### src/rtl/lock_pkg.sv
// Shared encodings for the password-lock session controller: FSM states and keypad codes.
package lock_pkg;

    typedef enum logic [2:0] {
        NOPWD       = 3'd0,
        LOCKED      = 3'd1,
        SET_ENTRY   = 3'd2,
        CHECK_ENTRY = 3'd3,
        UNLOCKED    = 3'd4,
        ALARM       = 3'd5
    } state_e;

    localparam logic [3:0] KEY_CLEAR     = 4'hA;
    localparam logic [3:0] KEY_MAX_DIGIT = 4'd9;

    function automatic logic is_entry_state(input state_e s);
        return (s == SET_ENTRY) || (s == CHECK_ENTRY);
    endfunction

endpackage

### src/rtl/entry_buffer.sv
// BCD digit-entry shift register with a digit counter; new digits enter the low nibble.
module entry_buffer #(
    parameter int DIGITS = 3,
    parameter int CW     = $clog2(DIGITS + 1)
) (
    input  logic                  clk,
    input  logic                  rst,
    input  logic                  clr,
    input  logic                  shift_en,
    input  logic [3:0]            digit,
    output logic [4*DIGITS-1:0]   entry,
    output logic [CW-1:0]         entry_cnt,
    output logic                  full
);

    logic [4*DIGITS-1:0] entry_q, entry_d;
    logic [CW-1:0]       cnt_q, cnt_d;
    logic [4*DIGITS+3:0] shifted;

    assign full    = (cnt_q == CW'(DIGITS));
    assign shifted = {entry_q, digit};

    always_comb begin
        entry_d = entry_q;
        cnt_d   = cnt_q;
        if (clr) begin
            entry_d = '0;
            cnt_d   = '0;
        end else if (shift_en && !full) begin
            entry_d = shifted[4*DIGITS-1:0];
            cnt_d   = cnt_q + CW'(1);
        end
    end

    always_ff @(posedge clk or posedge rst) begin
        if (rst) begin
            entry_q <= '0;
            cnt_q   <= '0;
        end else begin
            entry_q <= entry_d;
            cnt_q   <= cnt_d;
        end
    end

    assign entry     = entry_q;
    assign entry_cnt = cnt_q;

endmodule

### src/rtl/lock_session_ctrl.sv
// Password-lock session sequencer: entry/check/set flow, wrong-attempt alarm and idle timeout.
module lock_session_ctrl
    import lock_pkg::*;
#(
    parameter int DIGITS      = 3,
    parameter int MAX_TRIES   = 3,
    parameter int TIMEOUT_CYC = 500_000_000
) (
    input  logic                           clk,
    input  logic                           rst,
    input  logic                           set_btn,
    input  logic                           check_btn,
    input  logic                           confirm_btn,
    input  logic                           key_valid,
    input  logic [3:0]                     key_num,
    output logic [2:0]                     mode,
    output logic [4*DIGITS-1:0]            entry,
    output logic [$clog2(DIGITS+1)-1:0]    entry_cnt,
    output logic                           pwd_set,
    output logic                           set_led,
    output logic                           unlocked,
    output logic [$clog2(MAX_TRIES+1)-1:0] wrong_cnt,
    output logic                           alarm
);

    localparam int CW  = $clog2(DIGITS + 1);
    localparam int WCW = $clog2(MAX_TRIES + 1);
    localparam int TW  = (TIMEOUT_CYC > 1) ? $clog2(TIMEOUT_CYC) : 1;

    state_e              state_q, state_d;
    logic [4*DIGITS-1:0] stored_q, stored_d;
    logic                pwd_set_q, pwd_set_d;
    logic [WCW-1:0]      wrong_q, wrong_d;
    logic [TW-1:0]       timer_q, timer_d;

    logic                buf_clr, buf_shift, buf_full, key_acc, timed;
    logic [4*DIGITS-1:0] entry_w;
    logic [CW-1:0]       cnt_w;

    entry_buffer #(.DIGITS(DIGITS), .CW(CW)) u_entry_buffer (
        .clk       (clk),
        .rst       (rst),
        .clr       (buf_clr),
        .shift_en  (buf_shift),
        .digit     (key_num),
        .entry     (entry_w),
        .entry_cnt (cnt_w),
        .full      (buf_full)
    );

    assign timed = is_entry_state(state_q) || (state_q == UNLOCKED);

    always_comb begin
        state_d   = state_q;
        stored_d  = stored_q;
        pwd_set_d = pwd_set_q;
        wrong_d   = wrong_q;
        timer_d   = timer_q;
        buf_clr   = 1'b0;
        buf_shift = 1'b0;
        key_acc   = 1'b0;

        case (state_q)
            NOPWD: begin
                if (set_btn) state_d = SET_ENTRY;
            end
            LOCKED: begin
                if (set_btn)        state_d = SET_ENTRY;
                else if (check_btn) state_d = CHECK_ENTRY;
            end
            SET_ENTRY, CHECK_ENTRY: begin
                // confirm has priority; a key arriving with it is dropped
                if (confirm_btn) begin
                    if (buf_full) begin
                        buf_clr = 1'b1;
                        if (state_q == SET_ENTRY) begin
                            stored_d  = entry_w;
                            pwd_set_d = 1'b1;
                            wrong_d   = '0;
                            state_d   = LOCKED;
                        end else if (entry_w == stored_q) begin
                            wrong_d = '0;
                            state_d = UNLOCKED;
                        end else begin
                            wrong_d = wrong_q + WCW'(1);
                            state_d = (wrong_d == WCW'(MAX_TRIES)) ? ALARM : LOCKED;
                        end
                    end
                end else if (key_valid) begin
                    if (key_num == KEY_CLEAR) begin
                        buf_clr = 1'b1;
                        key_acc = 1'b1;
                    end else if (key_num <= KEY_MAX_DIGIT && !buf_full) begin
                        buf_shift = 1'b1;
                        key_acc   = 1'b1;
                    end
                end
            end
            UNLOCKED: begin
                if (set_btn)        state_d = SET_ENTRY;
                else if (check_btn) state_d = LOCKED;
            end
            default: ;
        endcase

        // any activity restarts the idle timer, so expiry only applies when nothing else happened
        if (state_d != state_q || key_acc) begin
            timer_d = '0;
        end else if (timed) begin
            if (timer_q == TW'(TIMEOUT_CYC - 1)) begin
                timer_d = '0;
                buf_clr = 1'b1;
                state_d = (state_q == SET_ENTRY && !pwd_set_q) ? NOPWD : LOCKED;
            end else begin
                timer_d = timer_q + TW'(1);
            end
        end else begin
            timer_d = '0;
        end
    end

    always_ff @(posedge clk or posedge rst) begin
        if (rst) begin
            state_q   <= NOPWD;
            stored_q  <= '0;
            pwd_set_q <= 1'b0;
            wrong_q   <= '0;
            timer_q   <= '0;
        end else begin
            state_q   <= state_d;
            stored_q  <= stored_d;
            pwd_set_q <= pwd_set_d;
            wrong_q   <= wrong_d;
            timer_q   <= timer_d;
        end
    end

    assign mode      = state_q;
    assign entry     = entry_w;
    assign entry_cnt = cnt_w;
    assign pwd_set   = pwd_set_q;
    assign set_led   = (state_q == SET_ENTRY);
    assign unlocked  = (state_q == UNLOCKED);
    assign alarm     = (state_q == ALARM);
    assign wrong_cnt = wrong_q;

endmodule

### config.mk
export PLATFORM = sky130hd
export DESIGN_NAME = lock_session_ctrl
export DESIGN_NICKNAME = d
export VERILOG_FILES = /design/src/rtl/lock_pkg.sv /design/src/rtl/entry_buffer.sv /design/src/rtl/lock_session_ctrl.sv
export SDC_FILE = /design/constraint.sdc
export NUM_CORES = 1
export LEC_CHECK = 0
export ABC_AREA = 1
export CORE_MARGIN = 4
export CORE_UTILIZATION = 45
export CTS_BUF_LIST = sky130_fd_sc_hd__clkbuf_16
export CTS_CLUSTER_DIAMETER = 40
export DETAILED_ROUTE_END_ITERATION = 10
export HOLD_SLACK_MARGIN = 0.08
export SLEW_MARGIN = 20
export SYNTH_ARGS = -nofsm -noshare
export SYNTH_HDL_FRONTEND = slang
export SYNTH_HIERARCHICAL = 1
export SYNTH_SLANG_ARGS = --single-unit
### constraint.sdc
create_clock -name clk -period 4.5 [get_ports clk]
set_input_delay 0.9 -clock clk [delete_from_list [all_inputs] [get_ports clk]]
set_output_delay 0.9 -clock clk [all_outputs]
set_load 0.02 [all_outputs]
[Word-level counts from Yosys, hierarchy flattened]
Cells that the tools add are included.
Cells by class
  multiply operators: 0
  reductions and logical operators: 13
  divide/modulo/power cells: 0
  shifts and indexed selects: 0
  equality and inequality tests: 11
  add/subtract/negate cells: 3
  bitwise operators: 0
  $lt $le $gt $ge: 1
  mux-type cells: 41
Operator list (count)
  $mux W29: 3
  $mux W3: 13
  $add A29 B1 Y29 const B: 1
  $eq A29 B29 Y1 const B: 1
  $mux W12: 2
  $mux W1: 18
  $eq A12 B12 Y1: 1
  $pmux W3 S4: 1
  $mux W2: 4
  $eq A3 B2 Y1 const B: 2
  $eq A3 B3 Y1 const B: 2
  $add A2 B1 Y2 const B: 2
  $eq A2 B2 Y1 const B: 2
  $eq A4 B4 Y1 const B: 1
  $le A4 B4 Y1 const B: 1
  $reduce_and A4 Y1: 1
  $eq A3 B1 Y1 const B: 1
  $logic_and A1 B1 Y1: 3
  $logic_not A3 Y1: 1
  $logic_or A1 B1 Y1: 3
  $ne A3 B3 Y1: 1
  $reduce_and A3 Y1: 1
  $logic_not A1 Y1: 2
  $reduce_bool A2 Y1: 1
  $reduce_or A2 Y1: 1
Word-level totals
  memory bits (read-only): 0
  memories: 0
  bits in writable memories: 0
  output and inout bits: 23
  bits in latches: 0
  register bits after elaboration: 61

[Logic depth before layout (Yosys ltp)]
Gate-level depths: netlist of the first run.
  depth in word-level cells: 12
  mapped depth: 14
  gate-level depth less buffers: 12

[Modules after synthesis]
Netlist of the first run, hierarchy kept.
By module, submodules not included
  lock_session_ctrl: sequential area each 1176.1 um2, instances 1, cells an instance 446, area an instance 3126.7 um2
  entry_buffer: sequential area each 350.3 um2, instances 1, cells an instance 83, area an instance 648.1 um2

[Least setup slack after synthesis of the first run]
Ideal clock, no wire load.
  path type: input to register
  from: in set_btn
  to: reg u_entry_buffer.entry_q[11] (netlist: u_entry_buffer/entry[11])
  cell stages on the path: 11
  buffers on the path: 2
  library setup time: 0.118 ns
  setup slack: 2.181 ns
  data arrival time: 2.201 ns
  cell sequence: or2_1 -> nand4_1 -> nand3_1 -> nor2_1 -> nand3_1 -> nand3_1 -> buf_2 -> inv_2 -> buf_4 -> nand3_1 -> nand2_1
Between the ends
  word-level cells in the longest chain between the ends: 6
  elaborated cells between the ends (all ways): 9
  classes of those cells: eq/ne: 1; mux: 6; reduce/logical: 2
RTL lines
  start, declared: line lock_session_ctrl.sv:11  | input logic set_btn,
  $mux W3 (on tied branches): line lock_session_ctrl.sv:100, lock_session_ctrl.sv:65, lock_session_ctrl.sv:68
  $pmux W3 S4 (*): line lock_session_ctrl.sv:63  | case (state_q)
  $ne A3 B3 Y1 (*): line lock_session_ctrl.sv:107  | if (state_d != state_q || key_acc) begin
  $logic_or A1 B1 Y1 (*): line lock_session_ctrl.sv:107
  $mux W1 (*): line lock_session_ctrl.sv:107
  net buf_clr: line lock_session_ctrl.sv:36  | logic buf_clr, buf_shift, buf_full, key_acc, timed;
  $mux W12 / $reduce_bool A2 Y1 (equally long branches)
  end signal, assigned: line entry_buffer.sv:40  | entry_q <= entry_d;
  end, declared: line entry_buffer.sv:16  | logic [4*DIGITS-1:0] entry_q, entry_d;
Mark *: on every way through the listed nets, which the timed path passes. The rest lies on a longest branch.
A chain may end at the register's enable or synchronous reset.

[Worst setup path in the final report of the first run]
  from: reg state_q[2] (netlist: mode[2])
  to: out alarm
Between the ends
  word-level cells in the longest chain between the ends: 1
RTL lines
  start, declared: line lock_session_ctrl.sv:30  | state_e state_q, state_d;
  start signal, assigned: line lock_session_ctrl.sv:130  | state_q <= state_d;
  $eq A3 B3 Y1: line lock_session_ctrl.sv:144  | assign alarm = (state_q == ALARM);
  end, declared: line lock_session_ctrl.sv:23  | output logic alarm
Every way passes these cells.

==> results.py, run 1 <==
metrics = {
    "yosys": {
        "synth-xor-area-share_pct": 2.78,
        "synth_edf_count": 0,
        "ys_warn_count": 6,
        "synth_area_sq_mm": 0.00377,
        "seq_area_frac_synth_pct": 40.4,
        "avgSynthCellArea_sq_um": 7.14,
        "synth.distinct_cells": 35,
        "synth_ff_type": "dfrtp_1",
        "muxShareOfSynthArea_pct": 1.49,
        "synth-compound-area-share_pct": 3.94,
        "netlist_instances": 529,
        "synth_top_family_by_area": "simple AND/OR/NAND/NOR gates",
        "async_flop_share_pct": 100,
        "yosys.area_share.simple_pct": 40.6,
        "syn-num-nets": 542,
        "ys_seq_elements": 61,
        "yosys.area_share.adder_pct": 0.994,
    },
    "worst_setup_path": {
        "endpoint_kind": "output port",
        "critical_path_class": "reg -> out",
        "critPathMaxFanout": 8,
        "cpMaxStageDelayCell": "clkdlybuf4s50_1",
        "cpLargestDelayFamily": "buffers and inverters",
        "crit_required_ns": 3.60,
        "cp_cell_sequence": "inv_2 -> nor2_1 -> inv_1 -> nor2_1 -> clkdlybuf4s50_1",
        "cp_common_cell": "nor2_1",
        "cp_num_buf_inv": 3,
        "critPathArrivalTime_ns": 1.89,
        "start_kind": "register",
        "cp_slowest_stage_delay_ns": 0.61,
    },
    "cts": {
        "clock_latency_ns": 0.33,
        "clockBufferDepth": 2,
        "postCtsSetupBuffers": 0,
        "cts_tree": "built",
        "cts_resized": 0,
        "cts_buffers": 9,
        "cts_hold_buffers": 0,
        "clkSinkCount": 61,
        "cts_root_buf": "clkbuf_16",
        "htree_num_levels": 3,
        "clkSlewWorstSetupHoldPaths_ns": 0.05,
    },
    "final_layout": {
        "nets": 577,
        "drive_gt1_share_pct": 10.2,
        "layout_commonest_cell": "nand2_1",
        "synthToLayoutAreaGrowth_pct": 19.4,
        "diodes": 0,
        "finalInstanceArea_sq_mm": 0.00451,
        "final_cell_mix": "nand2_1 (153), nor2_1 (71), inv_1 (67)",
    },
    "timing": {
        "fin_tns_setup_ns": 0,
        "drv_slew": 0,
        "max_freq_mhz": 358,
        "rsz0062_at_grt": "false",
        "worstMarginPinSlew_ns": 0.852,
        "fin_skew_ns": 0.00786,
        "final-hold-violation-count": 0,
        "setup_viol": 0,
        "slew_headroom_pct": 43.1,
        "fin_crit_sh_pct": 62.0,
        "min_period_ns": 2.79,
    },
    "job": {
        "maxCapViolations": 0,
    },
    "global_route": {
        "grt_max_degree": 48,
        "globalRouteOverflowTotal": 0,
        "antenna_found_initial": 0,
        "grt_first_pass_wirelength_um": 16500,
        "track_usage_pct": 21.4,
        "grt_pass1_vias": 3392,
    },
    "die": {
        "coreArea_sq_mm": 0.00818,
        "pin_count": 33,
        "start_util_pct": 46.2,
        "fp-row-count": 33,
        "die_w_um": 99.6,
        "die-area_sq_mm": 0.00992,
        "die_h_um": 99.6,
    },
    "route": {
        "first_iter_violations": 207,
        "routed_wl_um": 9770,
        "wl_met2_um": 4420,
        "met3_length_um": 465,
        "route.top_layer_used": "met4",
        "drtPass1Iterations": 5,
        "antenna_left": 0,
        "wl_per_cell_um": 14.5,
        "met1_length_um": 4650,
        "viasPerCell": 5.16,
        "via_count": 3478,
        "drc": 0,
    },
    "outcome": {
        "outcome": "complete, no violations",
    },
    "power": {
        "vdd_drop_max_uv": 327,
        "pwr_density_cell_mw_per_mm2": 547,
        "p_leak_nw": 2.08,
    },
    "place": {
        "hpwl_um": 7150,
        "dpl_cell_area_sq_mm": 0.00416,
        "port_buffers": 32,
        "gp_congestion": 0.959,
    },
    "hold_path": {
        "holdCritPathClass": "reg -> reg",
    },
}
registers in the layout, indices dropped and copies added, names as in the netlist:
register,cells
pwd_set,1
wrong_cnt,2
u_entry_buffer/entry_cnt,2
timer_q,29
stored_q,12
u_entry_buffer/entry,12
mode,3
cells in the mapped netlist, types with 5 or more instances:
cell / number / area [sq um]
dfrtp_1: 61 / 1530
nand3b_1: 5 / 37.5
nand3_1: 45 / 225
nor3_2: 7 / 70.1
nor3_1: 20 / 100
o21ai_1: 5 / 25.0
o21ai_0: 12 / 60.1
nand2_1: 153 / 574
a21oi_1: 5 / 25.0
inv_1: 68 / 255
xor2_1: 5 / 43.8
inv_2: 10 / 37.5
nand4_1: 14 / 87.6
xnor2_1: 7 / 61.3
nor2_1: 71 / 267
routing by layer:
layer | vias to the layer above | track usage [%]
met5 | - | 0
met3 | 17 | 4.07
li1 | 1742 | -
met1 | 1621 | 29.4
met2 | 98 | 33.1
met4 | 0 | 8.93
cell type report:
type / instances / area (sq um)
fill: 771 / 3670
multi-input combinational: 381 / 1880
sequential: 61 / 1530
timing repair buffer: 32 / 320
inverter: 79 / 300
clock buffer: 9 / 225
tap: 105 / 131
clock inverter: 7 / 121
through the flow:
| stage | hold slack (ns) | power (mW) | utilization (%) | std cells | worst slack, ns |
|---|---|---|---|---|---|
| 6_report | 0.491 | 2.46 | 55.1 | 674 | 1.71 |
| 5_1_grt | 0.533 | 2.62 | 55.1 | 674 | 1.58 |
| 4_1_cts | 0.498 | 2.48 | 55.1 | 674 | 1.70 |
| 3_5_place_dp | 0.478 | 1.67 | 50.9 | 658 | 1.46 |
| 3_3_place_gp | 0.469 | 1.66 | 50.9 | 658 | 1.55 |
| 2_1_floorplan | 0.474 | 1.38 | - | 529 | 2.18 |
worst paths after layout:
check / start / endpoint / slack [ns] / cells past startpoint
worst max register to register: timer_q[0] / u_entry_buffer/entry[7] / 1.93 / 12
worst min register to register: pwd_set / pwd_set / 0.49 / 2
worst min-delay path: pwd_set / pwd_set / 0.49 / 2
max in group asynchronous: rst / timer_q[23] / 2.93 / 2
min in group asynchronous: rst / u_entry_buffer/entry_cnt[1] / 0.96 / 2
worst max-delay path: mode[2] / alarm / 1.71 / 5
cells by family (layout without fill, tap and decap cells):
logic type / Yosys count / count (layout)
AOI/OAI and AO/OA: 27 / 27
xor gates and xnor gates: 12 / 12
adders and majority gates: 3 / 3
buffers and inverters: 87 / 127
DFF: 61 / 61
muxes: 4 / 4
and+or+nand+nor: 335 / 335
report_power, final:
part | switching [mW] | leakage, nW | internal [mW]
Sequential | 0.139 | 0.822 | 0.671
Clock | 0.262 | 0.170 | 0.543
Combinational | 0.523 | 1.09 | 0.326
worst register-to-register path, cell delays in order (launching register included):
cell,delay (ns)
dfrtp_1,0.46
ha_1,0.25
nand3_2,0.16
inv_2,0.15
nand2_2,0.13
inv_2,0.13
nand3_2,0.10
nor2_4,0.17
nand3_1,0.19
nand3_1,0.34
inv_2,0.20
nand3_1,0.12
nand2_1,0.06
No activity file was read; power rests on OpenSTA's default activity.
==> run 2, diff against run 1 <==
Settings changed: PLACE_DENSITY set to 0.67.
Clock period 4.5 ns to 2.5 ns, I/O delays scaled along.
==> run 2 against run 1 <==
Total power rose by 69%. Non-clock buffer count rose by 4. Critical path depth did not move. Routed wire length fell by 1.9%.
==> results.py, run 2 (synthesis results as in run 1) <==
metrics = {
    "timing": {
        "fin_crit_sh_pct": 93.5,
        "drv_slew": 0,
        "setup_viol": 0,
        "max_freq_mhz": 428,
        "slew_headroom_pct": 62.9,
        "fin_skew_ns": 0.00799,
        "final-hold-violation-count": 0,
        "worstMarginPinSlew_ns": 0.556,
        "fin_tns_setup_ns": 0,
        "min_period_ns": 2.34,
        "whs_ns": 0.442,
        "rsz0062_at_grt": "false",
    },
    "route": {
        "routed_wl_um": 9590,
        "drc": 0,
        "drtPass1Iterations": 5,
        "via_count": 3480,
        "antenna_left": 0,
        "viasPerCell": 5.13,
        "wl_per_cell_um": 14.1,
        "first_iter_violations": 251,
    },
    "global_route": {
        "globalRouteOverflowTotal": 0,
        "track_usage_pct": 20.9,
        "grt_max_degree": 41,
        "grt_first_pass_wirelength_um": 16600,
        "grt_pass1_vias": 3433,
        "antenna_found_initial": 0,
    },
    "die": {
        "die_w_um": 99.6,
        "pin_count": 33,
        "fp-row-count": 33,
        "start_util_pct": 46.2,
        "die-area_sq_mm": 0.00992,
        "coreArea_sq_mm": 0.00818,
        "die_h_um": 99.6,
    },
    "power": {
        "power.total_mw": 4.16,
        "p_leak_nw": 2.08,
        "pwr_density_cell_mw_per_mm2": 928,
        "vdd_drop_max_uv": 519,
    },
    "final_layout": {
        "final_cell_mix": "nand2_1 (153), nor2_1 (71), inv_1 (69)",
        "diodes": 0,
        "layout_commonest_cell": "nand2_1",
        "nets": 581,
        "synthToLayoutAreaGrowth_pct": 18.8,
        "drive_gt1_share_pct": 10.5,
        "largest_reg_flops": 29,
        "top_register": "timer_q",
    },
    "cts": {
        "cts_hold_buffers": 0,
        "clkSlewWorstSetupHoldPaths_ns": 0.05,
        "clock_latency_ns": 0.32,
        "htree_num_levels": 3,
        "clkSinkCount": 61,
        "cts_buffers": 9,
        "cts_root_buf": "clkbuf_16",
        "cts_tree": "built",
        "clockBufferDepth": 2,
    },
    "worst_setup_path": {
        "r2r_start": "timer_q[0]",
        "endpoint_kind": "output port",
        "critical_path_class": "reg -> out",
        "timing.rr.end": "u_entry_buffer/entry[2]",
        "r2r_cells": 13,
        "crit_required_ns": 2.00,
        "r2r_slack_ns": 0.30,
        "start_kind": "register",
        "cp-endpoint": "alarm",
        "critPathMaxFanout": 7,
        "critPathArrivalTime_ns": 1.84,
        "crit_start": "mode[0]",
    },
    "place": {
        "gp_congestion": 0.919,
        "port_buffers": 32,
        "hpwl_um": 7160,
    },
    "outcome": {
        "outcome": "complete, no violations",
    },
    "job": {
        "maxCapViolations": 0,
    },
    "hold_path": {
        "holdCritPathClass": "in -> async",
    },
}
run 2: worst min-delay path by stage:
stage,cells past startpoint,from,endpoint
5_1_grt,2,rst,pwd_set
4_1_cts,2,rst,pwd_set
3_3_place_gp,2,pwd_set,pwd_set
3_5_place_dp,2,pwd_set,pwd_set
2_1_floorplan,1,rst,u_entry_buffer/entry[0]
6_report,2,rst,pwd_set
run 2: worst max-delay path, stage by stage, from the launching register on:
cell             delay [ns]
dfrtp_1                0.48
nor2_2                 0.10
nor2_1                 0.14
inv_1                  0.08
nor2_1                 0.09
clkdlybuf4s50_1        0.62
run 2: power breakdown:
part	leakage, nW	switching, mW	total, mW	internal (mW)
clock	0.145	0.433	1.19	0.756
sequential	0.820	0.248	1.46	1.21
combinational	1.12	0.922	1.52	0.595
total	2.08	1.60	4.16	2.56
run 2: through the flow:
| step | instances | instance area (sq um) | worst slack [ns] | utilization (%) |
|---|---|---|---|---|
| 6_report | 678 | 4490 | 0.164 | 54.9 |
| 4_1_cts | 678 | 4480 | 0.0905 | 54.9 |
| 5_1_grt | 678 | 4490 | 0.0387 | 54.9 |
| 2_1_floorplan | 529 | 3770 | 0.488 | - |
| 3_5_place_dp | 662 | 4200 | 0.158 | 51.4 |
| 3_3_place_gp | 662 | 4200 | 0.185 | 51.4 |
run 2: final cells by class:
type / instances / area [sq um]
Inverter: 79 / 299
Clock buffer: 9 / 225
Tap cell: 105 / 131
Sequential cell: 61 / 1530
Timing Repair Buffer: 36 / 363
Clock inverter: 7 / 58.8
Fill cell: 817 / 3690
Multi-Input combinational cell: 381 / 1880
run 2: layer usage:
metal / global-route usage (%) / routed length, um / up-vias
met3: 3.02 / 449 / 15
met4: 7.77 / 187 / 0
met2: 33.0 / 4380 / 94
li1: - / - / 1753
met1: 29.3 / 4570 / 1618
met5: 0 / 0 / -
run 2: what timing repair did:
item | CTS | global route
endpoints found under the setup margin | 0 | 1
gates resized for setup | 0 | 1
setup buffers | 0 | 0
